### src/rtl/pixel_pkg.sv
`timescale 1ns/1ps
`default_nettype none
// ============================================================================
// Module      : pixel_pkg
// Description : Shared types and constants for the SPI pixel loader: frame
//               depth, pixel byte type, counter widths, loader FSM states
//               and a saturating byte-counter increment.
// Revision    : 1.0 - initial release
// ============================================================================
package pixel_pkg;

    localparam int NUM_PIXEL_BYTES = 72;
    localparam int PIXEL_W         = 8;
    localparam int BYTE_CNT_W      = 7;
    localparam int BIT_CNT_W       = $clog2(PIXEL_W);

    // Bit 0 holds the first (most significant) bit received on the wire.
    typedef logic [0:PIXEL_W-1]    pixel_t;
    typedef logic [BYTE_CNT_W-1:0] byte_cnt_t;

    typedef enum logic [1:0] {
        IDLE = 2'd0,
        RECV = 2'd1,
        PUSH = 2'd2,
        FULL = 2'd3
    } loader_state_t;

    // Increment that sticks at the limit instead of wrapping.
    function automatic byte_cnt_t sat_inc(input byte_cnt_t value, input byte_cnt_t limit);
        if (value >= limit) begin
            return limit;
        end
        return value + 1'b1;
    endfunction

endpackage
`default_nettype wire

### src/rtl/spi_pixel_loader_if.sv
`timescale 1ns/1ps
`default_nettype none
// ============================================================================
// Module      : spi_pixel_loader_if
// Description : Bundle of the SPI pins, the frame acknowledge and the pixel
//               buffer load interface of the SPI pixel loader.
//               master : drives sclk/ss_n/mosi/frame_ack, observes loader outputs
//               slave  : the loader itself
// Revision    : 1.0 - initial release
// ============================================================================
interface spi_pixel_loader_if;
    import pixel_pkg::*;

    logic      sclk;
    logic      ss_n;
    logic      mosi;
    logic      frame_ack;
    pixel_t    spi_in;
    logic      shift_SPI;
    logic      write_en;
    logic      frame_ready;
    byte_cnt_t byte_count;
    logic      overrun_err;

    modport master (
        output sclk, ss_n, mosi, frame_ack,
        input  spi_in, shift_SPI, write_en, frame_ready, byte_count, overrun_err
    );

    modport slave (
        input  sclk, ss_n, mosi, frame_ack,
        output spi_in, shift_SPI, write_en, frame_ready, byte_count, overrun_err
    );

endinterface
`default_nettype wire

### src/rtl/spi_sync_edge.sv
`timescale 1ns/1ps
`default_nettype none
// ============================================================================
// Module      : spi_sync_edge
// Description : Multi-flop synchroniser for one asynchronous input followed by
//               registered rising/falling edge detection.
//   clk, rst  : system clock, synchronous active-high reset
//   i_async   : asynchronous input
//   o_level   : synchronised level
//   o_rise    : one-cycle pulse, one cycle after o_level goes high
//   o_fall    : one-cycle pulse, one cycle after o_level goes low
// Revision    : 1.0 - initial release
// ============================================================================
module spi_sync_edge #(
    parameter int   SYNC_STAGES = 2,
    parameter logic RESET_VAL   = 1'b0
) (
    input  wire logic clk,
    input  wire logic rst,
    input  wire logic i_async,
    output logic      o_level,
    output logic      o_rise,
    output logic      o_fall
);

    logic [SYNC_STAGES-1:0] r_sync;
    logic                   r_prev;
    logic                   r_rise;
    logic                   r_fall;

    generate
        if (SYNC_STAGES == 1) begin : g_single
            always_ff @(posedge clk) begin
                if (rst) begin
                    r_sync <= RESET_VAL;
                end else begin
                    r_sync <= i_async;
                end
            end
        end else begin : g_chain
            always_ff @(posedge clk) begin
                if (rst) begin
                    r_sync <= {SYNC_STAGES{RESET_VAL}};
                end else begin
                    r_sync <= {r_sync[SYNC_STAGES-2:0], i_async};
                end
            end
        end
    endgenerate

    assign o_level = r_sync[SYNC_STAGES-1];

    // Previous level resets to the idle value so reset release never looks
    // like an edge.
    always_ff @(posedge clk) begin
        if (rst) begin
            r_prev <= RESET_VAL;
            r_rise <= 1'b0;
            r_fall <= 1'b0;
        end else begin
            r_prev <= o_level;
            r_rise <= o_level & ~r_prev;
            r_fall <= ~o_level & r_prev;
        end
    end

    assign o_rise = r_rise;
    assign o_fall = r_fall;

endmodule
`default_nettype wire

### src/rtl/spi_pixel_loader.sv
`timescale 1ns/1ps
`default_nettype none
// ============================================================================
// Module      : spi_pixel_loader
// Description : SPI-slave front end feeding the pixel byte buffer. Assembles
//               MSB-first bytes, pushes each into the buffer with a one-cycle
//               shift_SPI/write_en pulse, counts a full frame and holds off
//               further loads until the frame is acknowledged.
//   clk, rst          : system clock, synchronous active-high reset
//   bus.sclk/ss_n/mosi: asynchronous SPI pins from the master
//   bus.frame_ack     : pulse, frame consumed, re-arm the loader
//   bus.spi_in        : last pushed byte (bit 0 = first bit received)
//   bus.shift_SPI     : one-cycle pulse per pushed byte
//   bus.write_en      : identical to shift_SPI
//   bus.frame_ready   : level, NUM_BYTES bytes loaded since last ack
//   bus.byte_count    : bytes loaded in current frame
//   bus.overrun_err   : sticky, a byte completed while the frame was full
// Revision    : 1.0 - initial release
// ============================================================================
module spi_pixel_loader
    import pixel_pkg::*;
#(
    parameter int NUM_BYTES   = NUM_PIXEL_BYTES,
    parameter int SYNC_STAGES = 2
) (
    input  wire logic          clk,
    input  wire logic          rst,
    spi_pixel_loader_if.slave  bus
);

    localparam logic [BIT_CNT_W-1:0] c_last_bit   = BIT_CNT_W'(PIXEL_W - 1);
    localparam byte_cnt_t            c_full_count = BYTE_CNT_W'(NUM_BYTES);

    // ------------------------------------------------------------------
    // Input synchronisers
    // ------------------------------------------------------------------
    logic w_sclk_level, w_sclk_rise, w_sclk_fall;
    logic w_ss_n, w_ss_n_rise, w_ss_n_fall;
    logic w_mosi, w_mosi_rise, w_mosi_fall;

    spi_sync_edge #(.SYNC_STAGES(SYNC_STAGES), .RESET_VAL(1'b0)) u_sync_sclk (
        .clk(clk), .rst(rst), .i_async(bus.sclk),
        .o_level(w_sclk_level), .o_rise(w_sclk_rise), .o_fall(w_sclk_fall)
    );

    spi_sync_edge #(.SYNC_STAGES(SYNC_STAGES), .RESET_VAL(1'b1)) u_sync_ss_n (
        .clk(clk), .rst(rst), .i_async(bus.ss_n),
        .o_level(w_ss_n), .o_rise(w_ss_n_rise), .o_fall(w_ss_n_fall)
    );

    spi_sync_edge #(.SYNC_STAGES(SYNC_STAGES), .RESET_VAL(1'b0)) u_sync_mosi (
        .clk(clk), .rst(rst), .i_async(bus.mosi),
        .o_level(w_mosi), .o_rise(w_mosi_rise), .o_fall(w_mosi_fall)
    );

    // ------------------------------------------------------------------
    // Registers
    // ------------------------------------------------------------------
    loader_state_t        r_state;
    loader_state_t        w_next_state;
    logic [BIT_CNT_W-1:0] r_bit_cnt;
    pixel_t               r_sreg;
    pixel_t               r_spi_in;
    logic                 r_pulse;
    byte_cnt_t            r_byte_count;
    logic                 r_frame_ready;
    logic                 r_overrun;

    // Only the sclk rise is consumed; the oldest shift bit is always
    // shifted out and never read.
    logic w_unused_edges;
    assign w_unused_edges = |{w_sclk_level, w_sclk_fall, w_ss_n_rise, w_ss_n_fall,
                              w_mosi_rise, w_mosi_fall, r_sreg[0]};

    logic   w_last_bit;
    pixel_t w_byte_next;

    assign w_last_bit  = w_sclk_rise && (r_bit_cnt == c_last_bit);
    assign w_byte_next = {r_sreg[1:PIXEL_W-1], w_mosi};

    // ------------------------------------------------------------------
    // FSM: state register
    // ------------------------------------------------------------------
    always_ff @(posedge clk) begin
        if (rst) begin
            r_state <= IDLE;
        end else begin
            r_state <= w_next_state;
        end
    end

    // ------------------------------------------------------------------
    // FSM: next state and datapath controls
    // ------------------------------------------------------------------
    logic w_shift;
    logic w_clear_bits;
    logic w_load;
    logic w_frame_set;
    logic w_ack;
    logic w_overrun_set;

    always_comb begin
        w_next_state  = r_state;
        w_shift       = 1'b0;
        w_clear_bits  = 1'b0;
        w_load        = 1'b0;
        w_frame_set   = 1'b0;
        w_ack         = 1'b0;
        w_overrun_set = 1'b0;

        case (r_state)
            IDLE: begin
                w_clear_bits = 1'b1;
                if (!w_ss_n) begin
                    w_next_state = RECV;
                end
            end

            RECV: begin
                w_shift = w_sclk_rise;
                // A completing 8th bit wins over a simultaneous deselect.
                if (w_last_bit) begin
                    w_load       = 1'b1;
                    w_next_state = PUSH;
                end else if (w_ss_n) begin
                    w_clear_bits = 1'b1;
                    w_next_state = IDLE;
                end
            end

            PUSH: begin
                // byte_count already holds the value including this byte.
                if (r_byte_count == c_full_count) begin
                    w_frame_set  = 1'b1;
                    w_next_state = FULL;
                end else if (w_ss_n) begin
                    w_next_state = IDLE;
                end else begin
                    w_next_state = RECV;
                end
            end

            FULL: begin
                // Keep bit alignment so overruns are reported per byte.
                w_shift = w_sclk_rise;
                if (w_last_bit) begin
                    w_overrun_set = 1'b1;
                end else if (w_ss_n) begin
                    w_clear_bits = 1'b1;
                end
                if (bus.frame_ack) begin
                    w_ack        = 1'b1;
                    w_next_state = IDLE;
                end
            end

            default: begin
                w_next_state = IDLE;
            end
        endcase
    end

    // ------------------------------------------------------------------
    // Datapath and output registers
    // ------------------------------------------------------------------
    always_ff @(posedge clk) begin
        if (rst) begin
            r_bit_cnt     <= '0;
            r_sreg        <= '0;
            r_spi_in      <= '0;
            r_pulse       <= 1'b0;
            r_byte_count  <= '0;
            r_frame_ready <= 1'b0;
            r_overrun     <= 1'b0;
        end else begin
            if (w_shift) begin
                r_sreg    <= w_byte_next;
                r_bit_cnt <= r_bit_cnt + 1'b1;
            end
            if (w_clear_bits) begin
                r_bit_cnt <= '0;
            end

            // Loading at the capture edge puts the pulse, the byte and the
            // updated count on the outputs in the same (PUSH) cycle.
            r_pulse <= w_load;
            if (w_load) begin
                r_spi_in     <= w_byte_next;
                r_byte_count <= sat_inc(r_byte_count, c_full_count);
            end

            if (w_frame_set) begin
                r_frame_ready <= 1'b1;
            end
            if (w_ack) begin
                r_frame_ready <= 1'b0;
                r_byte_count  <= '0;
            end

            // A byte completing in the ack cycle still flags the overrun.
            if (w_overrun_set) begin
                r_overrun <= 1'b1;
            end else if (w_ack) begin
                r_overrun <= 1'b0;
            end
        end
    end

    assign bus.spi_in      = r_spi_in;
    assign bus.shift_SPI   = r_pulse;
    assign bus.write_en    = r_pulse;
    assign bus.frame_ready = r_frame_ready;
    assign bus.byte_count  = r_byte_count;
    assign bus.overrun_err = r_overrun;

endmodule
`default_nettype wire

### src/flat_wrapper.sv
// flat-port wrapper written by rule: the top's interface ports become plain ports
module spi_pixel_loader_flat import pixel_pkg::*;
#(
    parameter int NUM_BYTES   = NUM_PIXEL_BYTES,
    parameter int SYNC_STAGES = 2
)
  (clk, rst, bus_sclk, bus_ss_n, bus_mosi, bus_frame_ack, bus_spi_in, bus_shift_SPI, bus_write_en, bus_frame_ready, bus_byte_count, bus_overrun_err);
  spi_pixel_loader_if bus_i ();
  input  wire logic clk;
  input  wire logic rst;
  input wire logic [$bits(bus_i.sclk)-1:0] bus_sclk;
  input wire logic [$bits(bus_i.ss_n)-1:0] bus_ss_n;
  input wire logic [$bits(bus_i.mosi)-1:0] bus_mosi;
  input wire logic [$bits(bus_i.frame_ack)-1:0] bus_frame_ack;
  output wire logic [$bits(bus_i.spi_in)-1:0] bus_spi_in;
  output wire logic [$bits(bus_i.shift_SPI)-1:0] bus_shift_SPI;
  output wire logic [$bits(bus_i.write_en)-1:0] bus_write_en;
  output wire logic [$bits(bus_i.frame_ready)-1:0] bus_frame_ready;
  output wire logic [$bits(bus_i.byte_count)-1:0] bus_byte_count;
  output wire logic [$bits(bus_i.overrun_err)-1:0] bus_overrun_err;
  assign bus_i.sclk = bus_sclk;
  assign bus_i.ss_n = bus_ss_n;
  assign bus_i.mosi = bus_mosi;
  assign bus_i.frame_ack = bus_frame_ack;
  assign bus_spi_in = bus_i.spi_in;
  assign bus_shift_SPI = bus_i.shift_SPI;
  assign bus_write_en = bus_i.write_en;
  assign bus_frame_ready = bus_i.frame_ready;
  assign bus_byte_count = bus_i.byte_count;
  assign bus_overrun_err = bus_i.overrun_err;
  spi_pixel_loader #(.NUM_BYTES(NUM_BYTES), .SYNC_STAGES(SYNC_STAGES)) u_core (.clk(clk), .rst(rst), .bus(bus_i));
endmodule
### config.mk
export PLATFORM = sky130hd
export DESIGN_NAME = spi_pixel_loader_flat
export DESIGN_NICKNAME = d
export VERILOG_FILES = /design/src/rtl/pixel_pkg.sv /design/src/rtl/spi_pixel_loader_if.sv /design/src/rtl/spi_sync_edge.sv /design/src/rtl/spi_pixel_loader.sv /design/src/flat_wrapper.sv
export SDC_FILE = /design/constraint.sdc
export NUM_CORES = 1
export LEC_CHECK = 0
export BUFFER_PORTS_ARGS = -buffer_cell sky130_fd_sc_hd__buf_2
export CAP_MARGIN = 30
export CORE_MARGIN = 2
export CORE_UTILIZATION = 50
export CTS_BUF_LIST = sky130_fd_sc_hd__clkbuf_16
export CTS_CLUSTER_SIZE = 14
export DETAILED_ROUTE_END_ITERATION = 16
export PLACE_DENSITY = 0.81
export SYNTH_ARGS = -nofsm -noshare
export SYNTH_HDL_FRONTEND = slang
export SYNTH_SLANG_ARGS = --single-unit
### constraint.sdc
create_clock -name clk -period 3 [get_ports clk]
set_input_delay 0.15 -clock clk [delete_from_list [all_inputs] [get_ports clk]]
set_output_delay 0.15 -clock clk [all_outputs]
set_load 0.02 [all_outputs]
Yosys cells after proc, flatten, opt, wreduce, memory -nomap -nowiden
Cells that the tools add are included.

Bitwise gates (word level): 2. Multiplexer cells: 25. Add/subtract/negate cells: 2. Reduce and logical (&&, ||, !) cells: 7. Equality and inequality tests: 8. $lt $le $gt $ge: 1.

Operators by type and width (count): 2-to-1 mux 1 bit (16); 2-to-1 mux 7 bit (2); 2-to-1 mux 2 bit (5); case mux 2 bit (4 select lines) (1); adder 7 x 1 -> 7 bit (second input constant) (1); equality test 7 bit (second input constant) (1); >= comparator 7 bit (second input constant) (1); OR reduction 2 bit (3); equality test 2 bit (second input constant) (2); inequality test 2 bit (second input constant) (2); adder 3 x 1 -> 3 bit (second input constant) (1); equality test 3 bit (second input constant) (1); inequality test 3 x 2 -> 1 bit (second input constant) (1); AND reduction 3 bit (1); equality test 2 x 1 -> 1 bit (second input constant) (1); logical NOT 2 bit (1); case mux 1 bit (2 select lines) (1); nonzero test 2 bit (1); AND 1 bit (1); logical AND 1 bit (1); inverter 1 bit (1).

Logic and storage cells: 58. Output and inout bits: 19. Bits in registers: 38. Input port bits: 6.

Longest topological paths before layout
Gate-level depths: netlist (run 1).

Depth in word-level cells: 7. Mapped depth: 6. Depth with buffers taken out: 6.

Cells and area by module
Synthesis (run 1) repeated with hierarchy kept, for this count alone.

Cells, all modules: 187. Area total of the unflattened synthesis: 1697.9 µm².

Modules (own cells, without submodules): spi_pixel_loader (sequential area each 600.6 µm², cells each 157, instances 1, area an instance 1296.2 µm²); spi_sync_edge (sequential area each 100.1 µm², cells each 10, instances 3, area an instance 133.9 µm²).

Worst setup path before layout (run 1)
No wires, ideal clock.

Kind: reg2reg. Start: register u_core.r_bit_cnt[0]. End: register u_core.r_byte_count[4], in the netlist u_core.bus.byte_count[4]. Path buffers: 0. Stages on the path, launching flop included: 6. Period minus slack after synthesis: 1535 ps. Path slack: 1465 ps. Required time: 2926 ps. Setup time: 74 ps. Data arrival time: 1461 ps. Cells stage by stage: dfxtp_1 > ha_1 > ha_1 > nand4b_4 > or4_1 > a31oi_1.

Cells in the longest elaborated chain, start to end: 4.

RTL lines: from (decl) (line spi_pixel_loader.sv:61) `logic [BIT_CNT_W-1:0] r_bit_cnt;`; from (signal assigned) (line spi_pixel_loader.sv:178) `r_bit_cnt <= r_bit_cnt + 1'b1;`; equality test 3 bit (line spi_pixel_loader.sv:78) `assign w_last_bit = w_sclk_rise && (r_bit_cnt == c_last_bit);`; logical AND 1 bit (line spi_pixel_loader.sv:78); 2-to-1 mux 1 bit (line spi_pixel_loader.sv:122) `if (w_last_bit) begin`; 2-to-1 mux 1 bit (line spi_pixel_loader.sv:111) `case (r_state)`; to (signal assigned) (line spi_pixel_loader.sv:189) `r_byte_count <= sat_inc(r_byte_count, c_full_count);`; to (decl) (line spi_pixel_loader.sv:65) `byte_cnt_t r_byte_count;`.

Every way passes these cells. A chain may end at the register's enable or synchronous reset.

Final worst setup path (run 1)
Ends and elaborated chain as after synthesis.

==> impl_metrics.tcl, run 1 <==
set metrics [dict create \
    status "complete, no violations" \
    yosysSeqAreaShare_pct 51.7 \
    rows 19 \
    syn_inst 169 \
    cts_tree "built" \
    synth_flop_cell "dfxtp_1" \
    syn_area_um2 1470 \
    finClkSkew_ns 0.00242 \
    cp-start-kind "flop" \
    nNetsFinal 201 \
    coreArea_um2 2780 \
    power.internal_uw 821 \
    dp_cells 215 \
    grt_pass1_vias 1147 \
    fin_cells 223 \
    power.density_nw_per_um2 594 \
    p_leak_nw 0.700 \
    synth_nets 179 \
    antenna_found_initial 0 \
    fillers 240 \
    finalSetupViolations 0 \
    r2r_setup_slack_ns 1.17 \
    dp_hpwl_um 2080 \
    wl_per_cell_um 13.7 \
    async_flop_share_pct 0 \
    postCtsHoldBufs 0 \
    cap_violations 0 \
    start_util_pct 52.9 \
    die_area_um2 3390 \
    gp_congestion 0.862 \
    antenna_cells 0 \
    cts_buffer_depth 2 \
    end_kind "flop" \
    antenna_left 0 \
    ys_ff_latch 38 \
    whs_ns 0.0535 \
    peakVddDrop_uv 523 \
    grt_pass1_wl_um 5150 \
    postLayoutCellArea_um2 1720 \
    root_buffer "clkbuf_16" \
    vias_per_cell 5.57 \
    switching_share_pct 19.8 \
    grtUsageTotal_pct 20.6 \
    fin_crit_sh_pct 60.9 \
    drc 0 \
    power_mw 1.02 \
    hold_violations 0 \
    drive_above_1_share_pct 17.7 \
    postSynthAreaPerCell_um2 8.70 \
    numCtsBuffers 5 \
    cp_max_fo 17 \
    min_period_ns 1.83 \
    dpl_cell_area_um2 1590 \
    fp.dieW_um 58.2 \
    h-tree-depth 2 \
    fin_setup_tns_ns 0 \
    required_ns 3.20 \
    p_seq_share_pct 50.7 \
    area_growth_pct 17.2 \
    clock_latency_ns 0.28 \
    drv_slew 0 \
    relSlewSlack_pct 69.2 \
    p_switching_uw 202 \
    clock-sinks 38 \
    worst_slew_pin_slew_ns 0.462 \
    synth_edf_count 0 \
    grt.overflow.total 0 \
    boundaryPins 25 \
    drt-initial-drc-count 117 \
    clk_pin_slew_ns 0.05 \
    die_height_um 58.2 \
    criticalPathCategory "flop to flop" \
    yosys_warnings 0 \
    comb_power_share_pct 2.3 \
    port_buffers 24 \
    post_cts_resized 0 \
    synth_cell_type_count 31 \
    vias 1242 \
    arrival_ns 2.03 \
    hold_class "input port to flop" \
    rsz0062_at_grt "false" \
    grt_max_degree 29 \
    wl_um 3050 \
    first_pass_iters 4 \
    postCtsSetupRepairBufs 0 \
    fmax_ghz 0.547 \
    power_frac_clock_pct 47.1 \
]
[layer usage]
layer / GRT usage, % / part of all wire (%) / vias up
met1: 23.3 / 41 / 573
met2: 33.8 / 51 / 47
met5: 0 / 0 / -
li1: - / - / 617
met4: 11.0 / 1.6 / 0
met3: 7.37 / 6.0 / 5
[critical path: stages, from the launching register on]
cell      delay (ns)
dfxtp_1         0.35
ha_1            0.16
ha_1            0.24
nand4b_4        0.26
or4_1           0.57
a31oi_1         0.17
[cell usage in the layout (no fill, tap or decap), types with 2 or more instances in the layout]
| cell type | instances |
|---|---|
| buf_2 | 24 |
| clkbuf_16 | 5 |
| inv_1 | 4 |
| nand4_1 | 3 |
| a21oi_1 | 26 |
| nand3b_1 | 4 |
| a31oi_1 | 3 |
| or2_2 | 2 |
| nand3_1 | 3 |
| nor3_1 | 3 |
| ha_1 | 4 |
| nor2_1 | 6 |
| nand2b_1 | 2 |
| dfxtp_1 | 38 |
| o21ai_0 | 2 |
| nor2b_1 | 6 |
| nand2_1 | 42 |
[layout make-up]
cell class                 count  area (µm²)  area share, %
timing repair buffer          24         120           6.97
tap                           31        38.8           2.25
multi-input combinational    119         654           38.0
sequential                    38         761           44.2
inverter                       3        11.3          0.654
clock inverter                 3        12.5          0.726
clock buffer                   5         125           7.26
[worst paths after layout]
path,startpoint,endpoint,depth (start not counted)
min,bus_ss_n,u_core.u_sync_ss_n.r_sync[0]$_SDFF_PP1_,2
max,u_core.r_bit_cnt[0]$_SDFFE_PP0P_,u_core.bus.byte_count[4]$_SDFFE_PP0P_,5
max reg2reg,u_core.r_bit_cnt[0]$_SDFFE_PP0P_,u_core.bus.byte_count[4]$_SDFFE_PP0P_,5
min reg2reg,u_core.u_sync_sclk.r_prev$_SDFF_PP0_,u_core.u_sync_sclk.o_rise$_SDFF_PP0_,1
[power by group through the flow]
stage	clock, mW	combinational, mW	sequential [mW]
3_3_place_gp	0	0.0221	0.528
4_1_cts	0.490	0.0234	0.518
3_5_place_dp	0	0.0233	0.529
5_1_grt	0.521	0.0252	0.519
6_report	0.481	0.0230	0.518
2_1_floorplan	0	0.0170	0.528
[through the flow]
stage / setup WS [ns] / util [%]
2_1_floorplan: 1.47 / -
3_3_place_gp: 1.29 / 57.0
3_5_place_dp: 1.17 / 57.0
4_1_cts: 1.16 / 61.9
5_1_grt: 1.05 / 61.9
6_report: 1.17 / 61.9
[cells by family (layout without fill, tap and decap cells)]
group	Yosys count	in the layout	share of synthesized area, %
AOI/OAI and AO/OA	37	37	14.3
xor gates and xnor gates	1	1	0.596
adders and majority gates	4	4	3.40
buffers and inverters	12	35	3.74
DFF	38	38	51.7
and+or+nand+nor	77	77	26.2
[synthesized netlist by cell type, types with 2 or more instances]
cell	number	area, µm²
a21oi_1	26	130
a31oi_1	3	18.8
buf_2	2	10.0
buf_4	2	15.0
clkbuf_1	5	18.8
dfxtp_1	38	761
ha_1	4	50.1
inv_1	3	11.3
nand2_1	42	158
nand2b_1	2	12.5
nand3_1	3	15.0
nand3b_1	4	30.0
nand4_1	3	18.8
nor2_1	6	22.5
nor2b_1	6	37.5
nor3_1	3	15.0
o21ai_0	2	10.0
or2_2	2	12.5
[registers in the layout, indices dropped and copies added (netlist names)]
name                       cells
u_core.bus.shift_SPI           1
u_core.bus.frame_ready         1
u_core.u_sync_sclk.r_prev      1
u_core.r_sreg                  7
u_core.bus.byte_count          7
u_core.u_sync_mosi.r_sync      2
u_core.u_sync_sclk.r_sync      2
u_core.u_sync_sclk.o_rise      1
u_core.u_sync_ss_n.r_sync      2
u_core.bus.spi_in              8
u_core.r_bit_cnt               3
u_core.bus.overrun_err         1
u_core.r_state                 2
Power figures use the tool's default switching activity.
==> inputs of run 2 (changes only) <==
Settings changed: ABC_AREA set to 1, CORE_UTILIZATION 50 to 49, PLACE_DENSITY 0.81 to 0.82.
Clock period 3 ns to 1.61 ns, I/O delays scaled along.
==> run 2 against run 1 <==
Compared with the run above: the run now ends with hold timing left; largest power group is now the clock network; first-iteration DRC count decreased by 64%; flip-flop and latch count unchanged; power increased by 120%; critical path type unchanged; cell count increased by 25%.
==> impl_metrics.tcl, run 2 <==
set metrics [dict create \
    final_cell_mix "49 x nor2_1, 38 x dfxtp_1, 32 x nand2_1" \
    status "finished, violations left" \
    syn_area_um2 1560 \
    power_mw 2.28 \
    wl_um 3000 \
    dpl_cell_area_um2 1710 \
    worst_slew_pin_slew_ns 0.322 \
    root_buffer "clkbuf_16" \
    antenna_cells 0 \
    vias_per_cell 4.81 \
    fp.dieW_um 60.4 \
    synth_most_common_cell "nor2_1" \
    peakVddDrop_uv 735 \
    async_flop_share_pct 0 \
    hold_violations 1 \
    postSynthAreaPerCell_um2 7.75 \
    syn_inst 201 \
    drv_slew 0 \
    cp_max_fo 13 \
    yosysSeqAreaShare_pct 48.8 \
    hold_class "input port to flop" \
    fin_crit_sh_pct 93.8 \
    p_leak_nw 0.901 \
    gp_congestion 0.854 \
    die_area_um2 3650 \
    numCtsBuffers 5 \
    grt_pass1_vias 1130 \
    coreArea_um2 3030 \
    required_ns 1.83 \
    r2r_setup_slack_ns 0.10 \
    cts_buffer_depth 2 \
    fmax_ghz 0.662 \
    drt-initial-drc-count 42 \
    start_util_pct 51.4 \
    postLayoutCellArea_um2 1940 \
    relSlewSlack_pct 78.5 \
    first_pass_iters 5 \
    dp_hpwl_um 1990 \
    synth_flop_cell "dfxtp_1" \
    arrival_ns 1.73 \
    wl_per_cell_um 10.8 \
    port_buffers 24 \
    synth_top_area_share_pct 48.8 \
    vias 1338 \
    h-tree-depth 2 \
    finClkSkew_ns 0.00667 \
    end_kind "flop" \
    area_growth_pct 24.7 \
    cp-start-kind "flop" \
    whs_ns -0.00217 \
    min_period_ns 1.51 \
    grt_pass1_wl_um 4910 \
    clock_latency_ns 0.29 \
    yosys_warnings 0 \
    violations "hold timing" \
    synth_edf_count 0 \
    cts_tree "built" \
    drc 0 \
    finalSetupViolations 0 \
    nNetsFinal 243 \
    netlist_top_cells_count "49 x nor2_1, 38 x dfxtp_1, 32 x nand2_1" \
    grtUsageTotal_pct 18.8 \
    synth_area_leader_cell "dfxtp_1" \
    synth_nets 211 \
    criticalPathCategory "flop to flop" \
    grt_max_degree 18 \
    die_height_um 60.4 \
    final_common_cell "nor2_1" \
    ys_ff_latch 38 \
    clk_pin_slew_ns 0.06 \
    antenna_left 0 \
    antenna_found_initial 0 \
    clock-sinks 38 \
    boundaryPins 25 \
    largest_register_ffs 8 \
    ys_top_cells_by_area "dfxtp_1 49%, nor2_1 12%, nand2_1 7.7%, o21ai_0 4.8%, inv_1 4.6%" \
    cap_violations 0 \
    power.density_nw_per_um2 1180 \
    rows 20 \
    grt.overflow.total 0 \
    synth_cell_type_count 29 \
    drive_above_1_share_pct 21.8 \
]
## run 2: per-layer routing
metal  up-vias  routed length (µm)  track usage [%]
met5         -                   0                0
met4         0                  74             9.52
met3         7                 148             6.40
met2        32                1460             30.7
met1       606                1310             21.8
li1        693                   -                -
## run 2: power breakdown
| group | leakage, nW | switching [mW] | internal [mW] |
|---|---|---|---|
| Combinational | 0.500 | 0.0356 | 0.0235 |
| Clock | 0.0940 | 0.378 | 0.889 |
| Sequential | 0.308 | 0.00464 | 0.952 |
## run 2: metrics by stage
stage	cells	hold slack (ns)	setup slack [ns]	util, %	setup TNS (ns)
CTS	276	0.00156	0.0729	63.2	0
global route	278	0.00790	-0.00406	64.1	-0.00724
detailed placement	267	0.265	0.0781	56.5	0
global placement	267	0.262	0.139	56.5	0
floorplan	201	0.184	0.183	-	0
finish	278	-0.00217	0.100	64.1	0
## run 2: critical path: stages (launching register included)
cell and delay, ns:
dfxtp_1 0.32, ha_1 0.20, ha_1 0.19, nand2_1 0.09, inv_1 0.08, nand2_4 0.11
inv_6 0.07, nand3_1 0.10, nand2_2 0.10, nor3b_2 0.17
## run 2: path summary, 6_finish.rpt
check,startpoint,end,cells after the start
hold / removal,bus_mosi,u_core.u_sync_mosi.r_sync[0]$_SDFF_PP0_,3
setup reg to reg,u_core.r_bit_cnt[0]$_SDFFE_PP0P_,u_core.bus.byte_count[4]$_SDFFE_PP0P_,9
setup / recovery,u_core.r_bit_cnt[0]$_SDFFE_PP0P_,u_core.bus.byte_count[4]$_SDFFE_PP0P_,9
hold reg to reg,u_core.u_sync_sclk.r_prev$_SDFF_PP0_,u_core.u_sync_sclk.o_rise$_SDFF_PP0_,1
## run 2: timing repair
action                                  in CTS  in global routing
hold buffers                                 1                  0
buffers inserted                             0                  2
endpoints found under the setup margin       0                  1
endpoints found under the hold margin        1                  0
resized for setup                            0                  0
## run 2: final cells by class
class                           count  area [µm²]
Fill cell                         260        1090
Inverter                           22        87.6
Sequential cell                    38         761
Tap cell                           44        55.1
Clock buffer                        5         125
Timing Repair Buffer               31         188
Multi-Input combinational cell    135         657
Clock inverter                      3        68.8
## run 2: cell families after synthesis
kind of cell | synth area share (%)
buffers and inverters | 9.00
AOI/OAI and AO/OA | 8.19
adders and majority gates | 3.21
xor gates and xnor gates | 1.12
DFF | 48.8
and+or+nand+nor | 29.6
==> inputs of run 3 (changes only) <==
Settings changed: RECOVER_POWER set to 100.
==> run 3 against run 2 <==
Compared with the run above: the flow still finishes with violations (hold timing); routed wire length grew 1.1%; global-route usage is the same; non-clock buffer count is the same; utilization shrank 1.1 points; die area is the same; sequential power is essentially flat; largest cell class unchanged; critical path depth grew 1; register-to-register slack is essentially flat; clock-buffer cell count is the same.
==> impl_metrics.tcl, run 3 (synthesis results as in run 2) <==
set metrics [dict create \
    nNetsFinal 243 \
    multiInputGateArea_um2 657 \
    violations "hold timing" \
    final_common_cell "nor2_1" \
    min_period_ns 1.51 \
    post-route-util_pct 63.1 \
    whs_ns -0.00123 \
    start_util_pct 51.4 \
    seqCellArea_um2 761 \
    clk_pin_slew_ns 0.06 \
    cpPeakStageDelay_ns 0.35 \
    power.density_nw_per_um2 1190 \
    hold_violations 1 \
    die_height_um 60.4 \
    power.internal_mw 1.86 \
    antenna_left 0 \
    post_cts_resized 0 \
    p_switching_uw 417 \
    grt_max_degree 18 \
    drive_above_1_share_pct 12.4 \
    dp_cells 267 \
    fmax_ghz 0.661 \
    fin_crit_sh_pct 94.0 \
    coreArea_um2 3030 \
    switching_share_pct 18.3 \
    pre_cts_ws_ns 0.0781 \
    grt.overflow.total 0 \
    final_cell_mix "49 x nor2_1, 38 x dfxtp_1, 32 x nand2_1" \
    peakVddDrop_uv 728 \
    comb_power_share_pct 2.5 \
    first_pass_iters 4 \
    cp-start-kind "flop" \
    fin_cells 278 \
    port_buffers 24 \
    clock-sinks 38 \
    numCtsBuffers 5 \
    required_ns 1.79 \
    vias_per_cell 4.82 \
    fillers 266 \
    hold_class "input port to flop" \
    fp.dieW_um 60.4 \
    end_kind "flop" \
    grt_pass1_wl_um 4910 \
    grt_pass1_vias 1130 \
    drc 0 \
    path_cells "ha_1 -> ha_1 -> nand2_1 -> inv_1 -> nand2_4 -> buf_12 -> nor2_4 -> nor2_1 -> o21ai_1 -> inv_1" \
    dp_hpwl_um 1990 \
    drt-initial-drc-count 47 \
    grtUsageTotal_pct 18.8 \
    cp_slowest_cell "dfxtp_1" \
    cap_violations 0 \
    p_leak_nw 0.808 \
    cp_max_fo 4 \
    criticalPathCategory "flop to flop" \
    rows 20 \
    finalSetupViolations 0 \
    finClkSkew_ns 0.00655 \
    power_mw 2.28 \
    antenna_found_initial 0 \
    h-tree-depth 2 \
    status "finished, violations left" \
    setup_ws_ns 0.0972 \
    wl_um 3030 \
    area_growth_pct 22.6 \
    relSlewSlack_pct 68.0 \
    power_frac_clock_pct 55.5 \
    drv_slew 0 \
    boundaryPins 25 \
    p_seq_share_pct 42.0 \
    arrival_ns 1.69 \
    largest_register_ffs 8 \
    gp_congestion 0.854 \
    antenna_cells 0 \
    vias 1341 \
    cts_tree "built" \
    die_area_um2 3650 \
    root_buffer "clkbuf_16" \
    wl_per_cell_um 10.9 \
    clock_latency_ns 0.28 \
    worst_slew_pin_slew_ns 0.480 \
    cts_buffer_depth 2 \
]
run 3: final cells by class:
cell class	instances	area share, %
clock inverter	3	3.60
clock buffer	5	6.55
timing repair buffer	31	8.13
inverter	22	4.59
tap	44	2.88
sequential	38	39.8
multi-input combinational	135	34.4
run 3: power by group through the flow:
stage | sequential (mW) | clock, mW | combinational [mW]
2_1_floorplan | 0.977 | 0 | 0.0389
3_3_place_gp | 0.976 | 0 | 0.0564
3_5_place_dp | 0.977 | 0 | 0.0572
4_1_cts | 0.956 | 1.28 | 0.0596
5_1_grt | 0.957 | 1.32 | 0.0656
6_report | 0.956 | 1.27 | 0.0576
run 3: stage by stage:
stage	cell area [µm²]	TNS, ns
after CTS	1910	0
after floorplan	1560	0
after detailed placement	1710	0
after global routing	1910	-0.00733
after global placement	1710	0
final	1910	0
run 3: critical path, delay by kind of cell (launching register included):
kind                     cells  cell delay (ns)
buffers and inverters        3             0.29
AO/OA/AOI/OAI                1             0.13
AND/OR/NAND/NOR              4             0.35
adder cells (fa/ha/maj)      2             0.30
flip-flops                   1             0.35
run 3: path summary, 6_finish.rpt:
kind         depth (start not counted)                                  from                                      end  slack [ns]
max reg2reg                         10      u_core.r_bit_cnt[0]$_SDFFE_PP0P_    u_core.bus.byte_count[3]$_SDFFE_PP0P_         0.1
min reg2reg                          1  u_core.u_sync_sclk.r_prev$_SDFF_PP0_     u_core.u_sync_sclk.o_rise$_SDFF_PP0_        0.39
max                                 10      u_core.r_bit_cnt[0]$_SDFFE_PP0P_    u_core.bus.byte_count[3]$_SDFFE_PP0P_         0.1
min                                  3                              bus_mosi  u_core.u_sync_mosi.r_sync[0]$_SDFF_PP0_      -0.001
run 3: routing by layer:
layer	track usage [%]	vias to the layer above	wire length [µm]
met2	30.7	40	1480
met1	21.8	607	1320
met3	6.40	4	160
li1	-	690	-
met5	0	-	0
met4	9.52	0	65
run 3: repair_timing:
item	in CTS	in global routing
setup buffers	0	2
hold endpoints to repair	1	0
hold buffers	1	0
endpoints found under the setup margin	0	1
